--- src/rtl/dmem_arbiter.sv ---
// rtl/dmem_arbiter.sv - shares datamem between the Forth core and one external req/ack port.
// Optional stall statistics counter: define DMEM_ARB_STATS_EN.

`ifndef H
`define H 15
`endif

module dmem_arbiter #(
   parameter int STARVE_LIMIT = 4
) (
   input  logic          clk,
   input  logic          reset,
   input  logic          c_req,
   input  logic          c_we,
   input  logic [`H:0]   c_addr,
   input  logic [`H:0]   c_wd,
   output logic [`H:0]   c_rd,
   output logic          c_stall,
   input  logic          x_req,
   input  logic          x_we,
   input  logic [`H:0]   x_addr,
   input  logic [`H:0]   x_wd,
   output logic [`H:0]   x_rd,
   output logic          x_ack,
   output logic          m_we,
   output logic [`H:0]   m_addr,
   output logic [`H:0]   m_wd,
   input  logic [`H:0]   m_rd
`ifdef DMEM_ARB_STATS_EN
   ,
   output logic [15:0]   stall_cnt
`endif
);

   typedef enum logic {ST_ARB, ST_ACK} state_t;

   localparam logic [3:0] LIMIT = 4'(STARVE_LIMIT);

   state_t        r_state;
   logic [3:0]    r_cnt;
   logic          r_x_ack;
   logic [`H:0]   r_x_rd;

   logic          w_x_gnt;
   logic          w_c_gnt;
   logic          w_starved;

   assign w_starved = (r_cnt == LIMIT);

   // The ACK state makes the external port ineligible, so the core never stalls twice in a row.
   always_comb begin
      w_x_gnt = 1'b0;
      w_c_gnt = c_req;
      if (r_state == ST_ARB) begin
         w_x_gnt = x_req && (!c_req || w_starved);
         w_c_gnt = c_req && !w_x_gnt;
      end
   end

   always_comb begin
      m_addr = c_addr;
      m_wd   = c_wd;
      m_we   = c_we && w_c_gnt;
      if (w_x_gnt) begin
         m_addr = x_addr;
         m_wd   = x_wd;
         m_we   = x_we;
      end
   end

   assign c_rd    = m_rd;
   assign c_stall = c_req && !w_c_gnt;
   assign x_rd    = r_x_rd;
   assign x_ack   = r_x_ack;

   always_ff @(posedge clk or posedge reset) begin
      if (reset) begin
         r_state <= ST_ARB;
         r_x_ack <= 1'b0;
         r_x_rd  <= '0;
      end else begin
         case (r_state)
            ST_ARB: begin
               if (w_x_gnt) begin
                  r_state <= ST_ACK;
                  r_x_ack <= 1'b1;
                  r_x_rd  <= m_rd;
               end else begin
                  r_x_ack <= 1'b0;
               end
            end
            ST_ACK: begin
               r_state <= ST_ARB;
               r_x_ack <= 1'b0;
            end
            default: begin
               r_state <= ST_ARB;
               r_x_ack <= 1'b0;
            end
         endcase
      end
   end

   // Counts contended core wins while an external request waits; reaching LIMIT forces it through.
   always_ff @(posedge clk or posedge reset) begin
      if (reset) begin
         r_cnt <= 4'd0;
      end else if (w_x_gnt || !x_req) begin
         r_cnt <= 4'd0;
      end else if ((r_state == ST_ARB) && w_c_gnt && (r_cnt < LIMIT)) begin
         r_cnt <= r_cnt + 4'd1;
      end
   end

`ifdef DMEM_ARB_STATS_EN
   logic [15:0] r_stall_cnt;

   always_ff @(posedge clk or posedge reset) begin
      if (reset) begin
         r_stall_cnt <= 16'd0;
      end else if (c_stall && (r_stall_cnt != 16'hFFFF)) begin
         r_stall_cnt <= r_stall_cnt + 16'd1;
      end
   end

   assign stall_cnt = r_stall_cnt;
`endif

endmodule

--- config.mk ---
export PLATFORM = sky130hd
export DESIGN_NAME = dmem_arbiter
export DESIGN_NICKNAME = d
export VERILOG_FILES = /design/src/rtl/dmem_arbiter.sv
export SDC_FILE = /design/constraint.sdc
export NUM_CORES = 1
export LEC_CHECK = 0
export ABC_CLOCK_PERIOD_IN_PS = 1700
export CORE_ASPECT_RATIO = 1.75
export CORE_MARGIN = 2
export CORE_UTILIZATION = 27
export DETAILED_ROUTE_END_ITERATION = 10
export GPL_TIMING_DRIVEN = 0
export PLACE_DENSITY = 0.79
export SLEW_MARGIN = 20
export SYNTH_ARGS = -nofsm -noshare
export SYNTH_HDL_FRONTEND = slang
export SYNTH_SLANG_ARGS = --single-unit
--- constraint.sdc ---
create_clock -name clk -period 1.7 [get_ports clk]
set_input_delay 0.255 -clock clk [delete_from_list [all_inputs] [get_ports clk]]
set_output_delay 0.255 -clock clk [all_outputs]
set_load 0.005 [all_outputs]
==> results of run 1 <==
[through the flow]
stage | hold slack (ns) | instances
after CTS | 0.497 | 362
after global placement | 0.467 | 340
final | 0.452 | 363
after global routing | 0.518 | 363
after detailed placement | 0.478 | 340
after floorplan | 0.232 | 112
[registers in the layout (all words and copies together), names as in the netlist]
register	cells
x_rd	16
x_ack	1
r_cnt	4
[worst max-delay path by stage]
| stage | from | end | slack [ns] | cells after the start |
|---|---|---|---|---|
| finish | r_cnt[0]$_DFFE_PP0P_ | m_wd[9] | -0.52 | 8 |
| detailed placement | x_req | m_wd[4] | -0.73 | 6 |
| floorplan | r_cnt[0]$_DFFE_PP0P_ | m_addr[0] | 0.01 | 6 |
| global route | r_cnt[0]$_DFFE_PP0P_ | m_wd[9] | -0.60 | 8 |
| CTS | r_cnt[0]$_DFFE_PP0P_ | m_addr[4] | -0.55 | 8 |
| global placement | x_req | m_wd[4] | -0.71 | 6 |
[routing by layer]
metal | track usage [%] | wire (µm) | vias up
met3 | 5.22 | 746 | 6
met5 | 0 | 0 | -
li1 | - | - | 726
met2 | 33.1 | 3110 | 101
met1 | 13.5 | 1610 | 747
met4 | 3.73 | 55 | 0
[power by group through the flow]
| stage | clock network (mW) | logic (mW) | registers, mW |
|---|---|---|---|
| floorplan | 0 | 0.289 | 0.623 |
| global placement | 0 | 0.825 | 0.615 |
| global route | 0.361 | 0.994 | 0.619 |
| detailed placement | 0 | 0.835 | 0.618 |
| CTS | 0.352 | 0.917 | 0.608 |
| finish | 0.321 | 0.937 | 0.609 |
[layout make-up]
class	instances	area, µm²
plain buffers	20	200
multi-input cells	66	868
inverters	4	15.0
clock inverters	1	5.00
clock buffers	3	41.3
fillers	446	2020
repair buffers	172	1770
flip-flops and latches	21	526
well taps	76	95.1
[timing repair]
action	CTS	global route
gates cloned	0	0
gates resized for setup	179	23
buffers inserted	18	3
pin swaps	1	3
setup endpoints to repair	34	50
[kinds of logic (layout without fill, tap and decap cells)]
| group | count (synthesis) | in the layout |
|---|---|---|
| adder cells (fa/ha/maj) | 2 | 2 |
| buffers and inverters | 25 | 200 |
| flip-flops | 21 | 21 |
| multiplexers | 49 | 49 |
| AO/OA/AOI/OAI | 5 | 5 |
| XOR/XNOR | 1 | 1 |
| AND/OR/NAND/NOR | 9 | 9 |
[worst max-delay path, cell delays in order, from the launching register on]
cell,delay [ns]
dfrtp_1,0.35
inv_1,0.05
ha_2,0.16
and3b_2,0.22
o21a_4,0.25
buf_12,0.15
buf_8,0.12
mux2_4,0.30
buf_6,0.12
[layout by cell type (no fill, tap or decap), drive strengths merged, types with 2 or more instances in the layout]
cell and count:
clkbuf 7, buf 70, ha 2, inv 4, clkdlybuf4s50 118, nor2 4, nand2 2, dfrtp 21
mux2 48
==> flow_summary.toml, run 1 <==
[drt]
antenna_left = 0
drt_first_pass_iters = 2
vias = 1580
wl_um = 5520
routedWlPerCell_um = 15.2
avgViaCountPerCell = 4.35
detail_route.drc_violations = 0
drt_iter0_markers = 24

[synth]
yosys-top-cells-area = "mux2_4 39%, dfrtp_1 34%, buf_4 7.8%, mux2_1 5.8%, buf_6 3.6%"
synth_top_family_by_area = "multiplexers"
ys_seq_area_share_pct = 34.0
synthCells = 112
synth-compound-area-share_pct = 2.75
synth_flop_cell = "dfrtp_1"
yosysTopAreaCell = "mux2_4"
synth.most_common_cell = "mux2_4"
synth-adder-area-share_pct = 1.62
synth_common_cells = "40 x mux2_4, 21 x dfrtp_1, 16 x buf_4, 8 x mux2_1, 5 x buf_6"
synth_xor_area_share_pct = 0.566
synthSimpleGateAreaFrac_pct = 3.40
ys_types = 19
ys.warnings.count = 0
synth_top_area_share_pct = 38.8
netlist_area_um2 = 1550
ys_ff_latch = 21
synth-async-reset-ratio_pct = 100
synth_nets = 200
avgSynthCellArea_um2 = 13.8
synthMuxAreaShare_pct = 45.3
synth_edf_count = 0

[sta]
setup_viol = 47
clock_skew_ns = 0.00318
worst_slack_ns = -0.522
tightest_slew_ns = 0.810
layout_min_cycle_time_ns = 2.22
hold_viol_final = 0
tns_ns = -16.90
rsz0062_at_grt = "true"
max_freq_ghz = 0.450
max-slew-margin-rel_pct = 45.9
slew_violations = 0
fin_crit_sh_pct = 131

[critical_path]
crit_arrival_ns = 1.97
cp_max_fo = 7
reg2reg_from = "r_cnt[0]$_DFFE_PP0P_"
ff2ff_setup_slack_ns = -0.13
rr_worst_depth = 8
start_kind = "register"
worstSetupPathType = "register to output pin"
end_kind = "output pin"
rr_endpoint = "x_rd[1]$_DFFE_PP0P_"
cp.required_ns = 1.44

[pwr]
p_sw_share_pct = 23.5
seq_power_share_pct = 32.6
power_leakage_nw = 1.61
power_frac_clock_pct = 17.2
ir_worst_vdd_uv = 402
power_mw = 1.87
p_comb_share_pct = 50.2
power_density_nw_per_um2 = 531
p_int_mw = 1.43
p_switching_mw = 0.439

[die]
die_w_um = 61.2
num_io_pins = 153
num_rows = 36
fp.dieH_um = 104
initial_utilization_pct = 27.9
core_area_um2 = 5540
die_area_um2 = 6370

[clock_network]
insertion_delay_ns = 0.26
ctsHtreeMaxLevel = 1
ctsHoldBuffers = 0
numCtsBuffers = 3
cts.sinks = 21
cts_max_path_buffers = 2
clk_pin_slew_worst_paths_ns = 0.08
cts_tree = "yes"
cts_root_buffer = "clkbuf_8"

[finish]
syn2layout_area_growth_pct = 127
final_area_um2 = 3520
final_core_util_pct = 63.5
antennaDiodeCount = 0
nets = 376
drive_gt1_share_pct = 45.6

[outcome]
violations = "negative setup slack"
status = "finished, violations left"

[place]
routabilityCongestion = 0.696
place_ws_ns = -0.733
place_area_um2 = 3170
dp_hpwl_um = 4010
port_buffers = 152

[grt]
grt_max_degree = 22
grt-ovfl-total = 0
grt.total_usage_pct = 16.3
grt_pass1_vias = 1713
grt_pass1_wl_um = 7940
antenna_found_initial = 0

[job]
max-cap-violations = 0

[worst_hold_path]
hold_class = "input pin to async pin"
No activity file was read; power rests on OpenSTA's default activity.
==> run 2, diff against run 1 <==
--- a/config.mk
+++ b/config.mk
@@ -12,6 +12,7 @@
 export DETAILED_ROUTE_END_ITERATION = 10
 export GPL_TIMING_DRIVEN = 0
 export PLACE_DENSITY = 0.79
+export REMOVE_ABC_BUFFERS = 1
 export SLEW_MARGIN = 20
 export SYNTH_ARGS = -nofsm -noshare
 export SYNTH_HDL_FRONTEND = slang
==> flow_summary.toml, run 2 (same netlist as run 1, synthesis figures left out) <==
[finish]
final_area_um2 = 3510
drive_gt1_share_pct = 43.4
fill_cells = 439
final_core_util_pct = 63.4
nets = 363
largest_register_ffs = 16
final_common_cell = "clkdlybuf4s50_1"
final_cell_mix = "118 x clkdlybuf4s50_1, 48 x mux2_4, 40 x buf_6"
antennaDiodeCount = 0
syn2layout_area_growth_pct = 127

[worst_hold_path]
hold_class = "input pin to async pin"

[sta]
rsz0062_at_grt = "true"
max-slew-margin-rel_pct = 49.6
setup_viol = 49
tightest_slew_ns = 0.755
layout_min_cycle_time_ns = 2.24
clock_skew_ns = 0.00219
hold_viol_final = 0
worst_slack_ns = -0.541
max_freq_ghz = 0.446
fin_crit_sh_pct = 132
tns_ns = -19.48
slew_violations = 0
timing.hold.ws_ns = 0.435

[place]
place_area_um2 = 3010
dp_hpwl_um = 3570
port_buffers = 152
routabilityCongestion = 0.679

[job]
max-cap-violations = 0

[die]
fp.dieH_um = 104
die_area_um2 = 6370
core_area_um2 = 5540
num_io_pins = 153
die_w_um = 61.2
num_rows = 36
initial_utilization_pct = 27.9

[grt]
grt_pass1_wl_um = 7690
grt_use_met3_pct = 3.11
antenna_found_initial = 0
top_usage_layer = "met2"
grt_pass1_vias = 1628
grt.total_usage_pct = 15.9
grt_max_degree = 22
grt-ovfl-total = 0
met1_usage_pct = 15.5
met2_usage_pct = 31.1

[critical_path]
end_kind = "output pin"
crit_family = "buffers and inverters"
cp.required_ns = 1.44
cp_cell_sequence = "inv_2 -> ha_4 -> and3b_2 -> o21a_4 -> buf_4 -> buf_12 -> mux2_4 -> buf_6"
cpMaxStageDelayCell = "dfrtp_1"
rr_endpoint = "x_rd[6]$_DFFE_PP0P_"
ff2ff_setup_slack_ns = -0.18
reg2reg_from = "r_cnt[1]$_DFFE_PP0P_"
cp_num_buf_inv = 4
crit_path_max_incr_delay_ns = 0.36
start_kind = "register"
worstSetupPathType = "register to output pin"
crit_arrival_ns = 1.99
cp_max_fo = 6
rr_worst_depth = 8

[clock_network]
cts_tree = "yes"
numCtsBuffers = 3
insertion_delay_ns = 0.26
cts.sinks = 21
cts_max_path_buffers = 2
cts_root_buffer = "clkbuf_8"
clk_pin_slew_worst_paths_ns = 0.07
ctsHtreeMaxLevel = 1

[drt]
antenna_left = 0
drt_iter0_markers = 38
drt_first_pass_iters = 4
avgViaCountPerCell = 4.33
vias = 1515
routedWlPerCell_um = 15.5
wl_um = 5430
detail_route.drc_violations = 0

[pwr]
power_leakage_nw = 1.57
power_density_nw_per_um2 = 534
ir_worst_vdd_uv = 593
power_mw = 1.87

[outcome]
status = "finished, violations left"
violations = "negative setup slack"
-- run 2: worst register-to-register path, delay by kind of cell (launching register included) --
kind / cells / cell delay, ns
AND/OR/NAND/NOR: 1 / 0.24
flip-flops: 1 / 0.36
buffers and inverters: 4 / 0.49
adder cells (fa/ha/maj): 1 / 0.15
multiplexers: 1 / 0.30
AO/OA/AOI/OAI: 1 / 0.23
-- run 2: metal layers --
| metal | share of wire, % | vias up |
|---|---|---|
| met1 | 31 | 698 |
| met2 | 57 | 105 |
| met3 | 11 | 7 |
| met5 | 0 | - |
| li1 | - | 705 |
| met4 | 1.1 | 0 |
-- run 2: how the worst max path moves through the flow --
stage	depth (start not counted)	slack, ns	endpoint	startpoint
floorplan	5	-0.63	m_addr[0]	r_cnt[0]$_DFFE_PP0P_
global placement	5	-1.63	m_addr[13]	x_req
detailed placement	6	-1.09	m_wd[6]	x_req
CTS	8	-0.60	m_wd[6]	r_cnt[1]$_DFFE_PP0P_
global route	8	-0.60	m_addr[7]	r_cnt[1]$_DFFE_PP0P_
finish	8	-0.54	m_addr[9]	r_cnt[1]$_DFFE_PP0P_
-- run 2: stage by stage --
stage / setup slack, ns / std cells
2_1_floorplan: -0.632 / 91
3_3_place_gp: -1.63 / 319
3_5_place_dp: -1.09 / 320
4_1_cts: -0.598 / 348
5_1_grt: -0.598 / 350
6_report: -0.541 / 350
-- run 2: power by group --
part	leakage (nW)	internal, mW	total [mW]	switching, mW
registers	0.257	0.572	0.613	0.0414
logic	1.29	0.699	0.945	0.246
clock network	0.0228	0.167	0.315	0.148
total	1.57	1.44	1.87	0.436
-- run 2: layout make-up --
cell class | instances | area (µm²) | area share (%)
clock buffers | 4 | 45.0 | 1.28
inverters | 4 | 15.0 | 0.428
multi-input cells | 68 | 917 | 26.1
flip-flops and latches | 21 | 526 | 15.0
well taps | 76 | 95.1 | 2.71
repair buffers | 177 | 1910 | 54.5
-- run 2: what timing repair did --
action	CTS	global route
buffers inserted	20	7
cloned	6	0
setup endpoints to repair	50	50
gates resized for setup	193	14
hold buffers	0	0
pin swaps	4	3
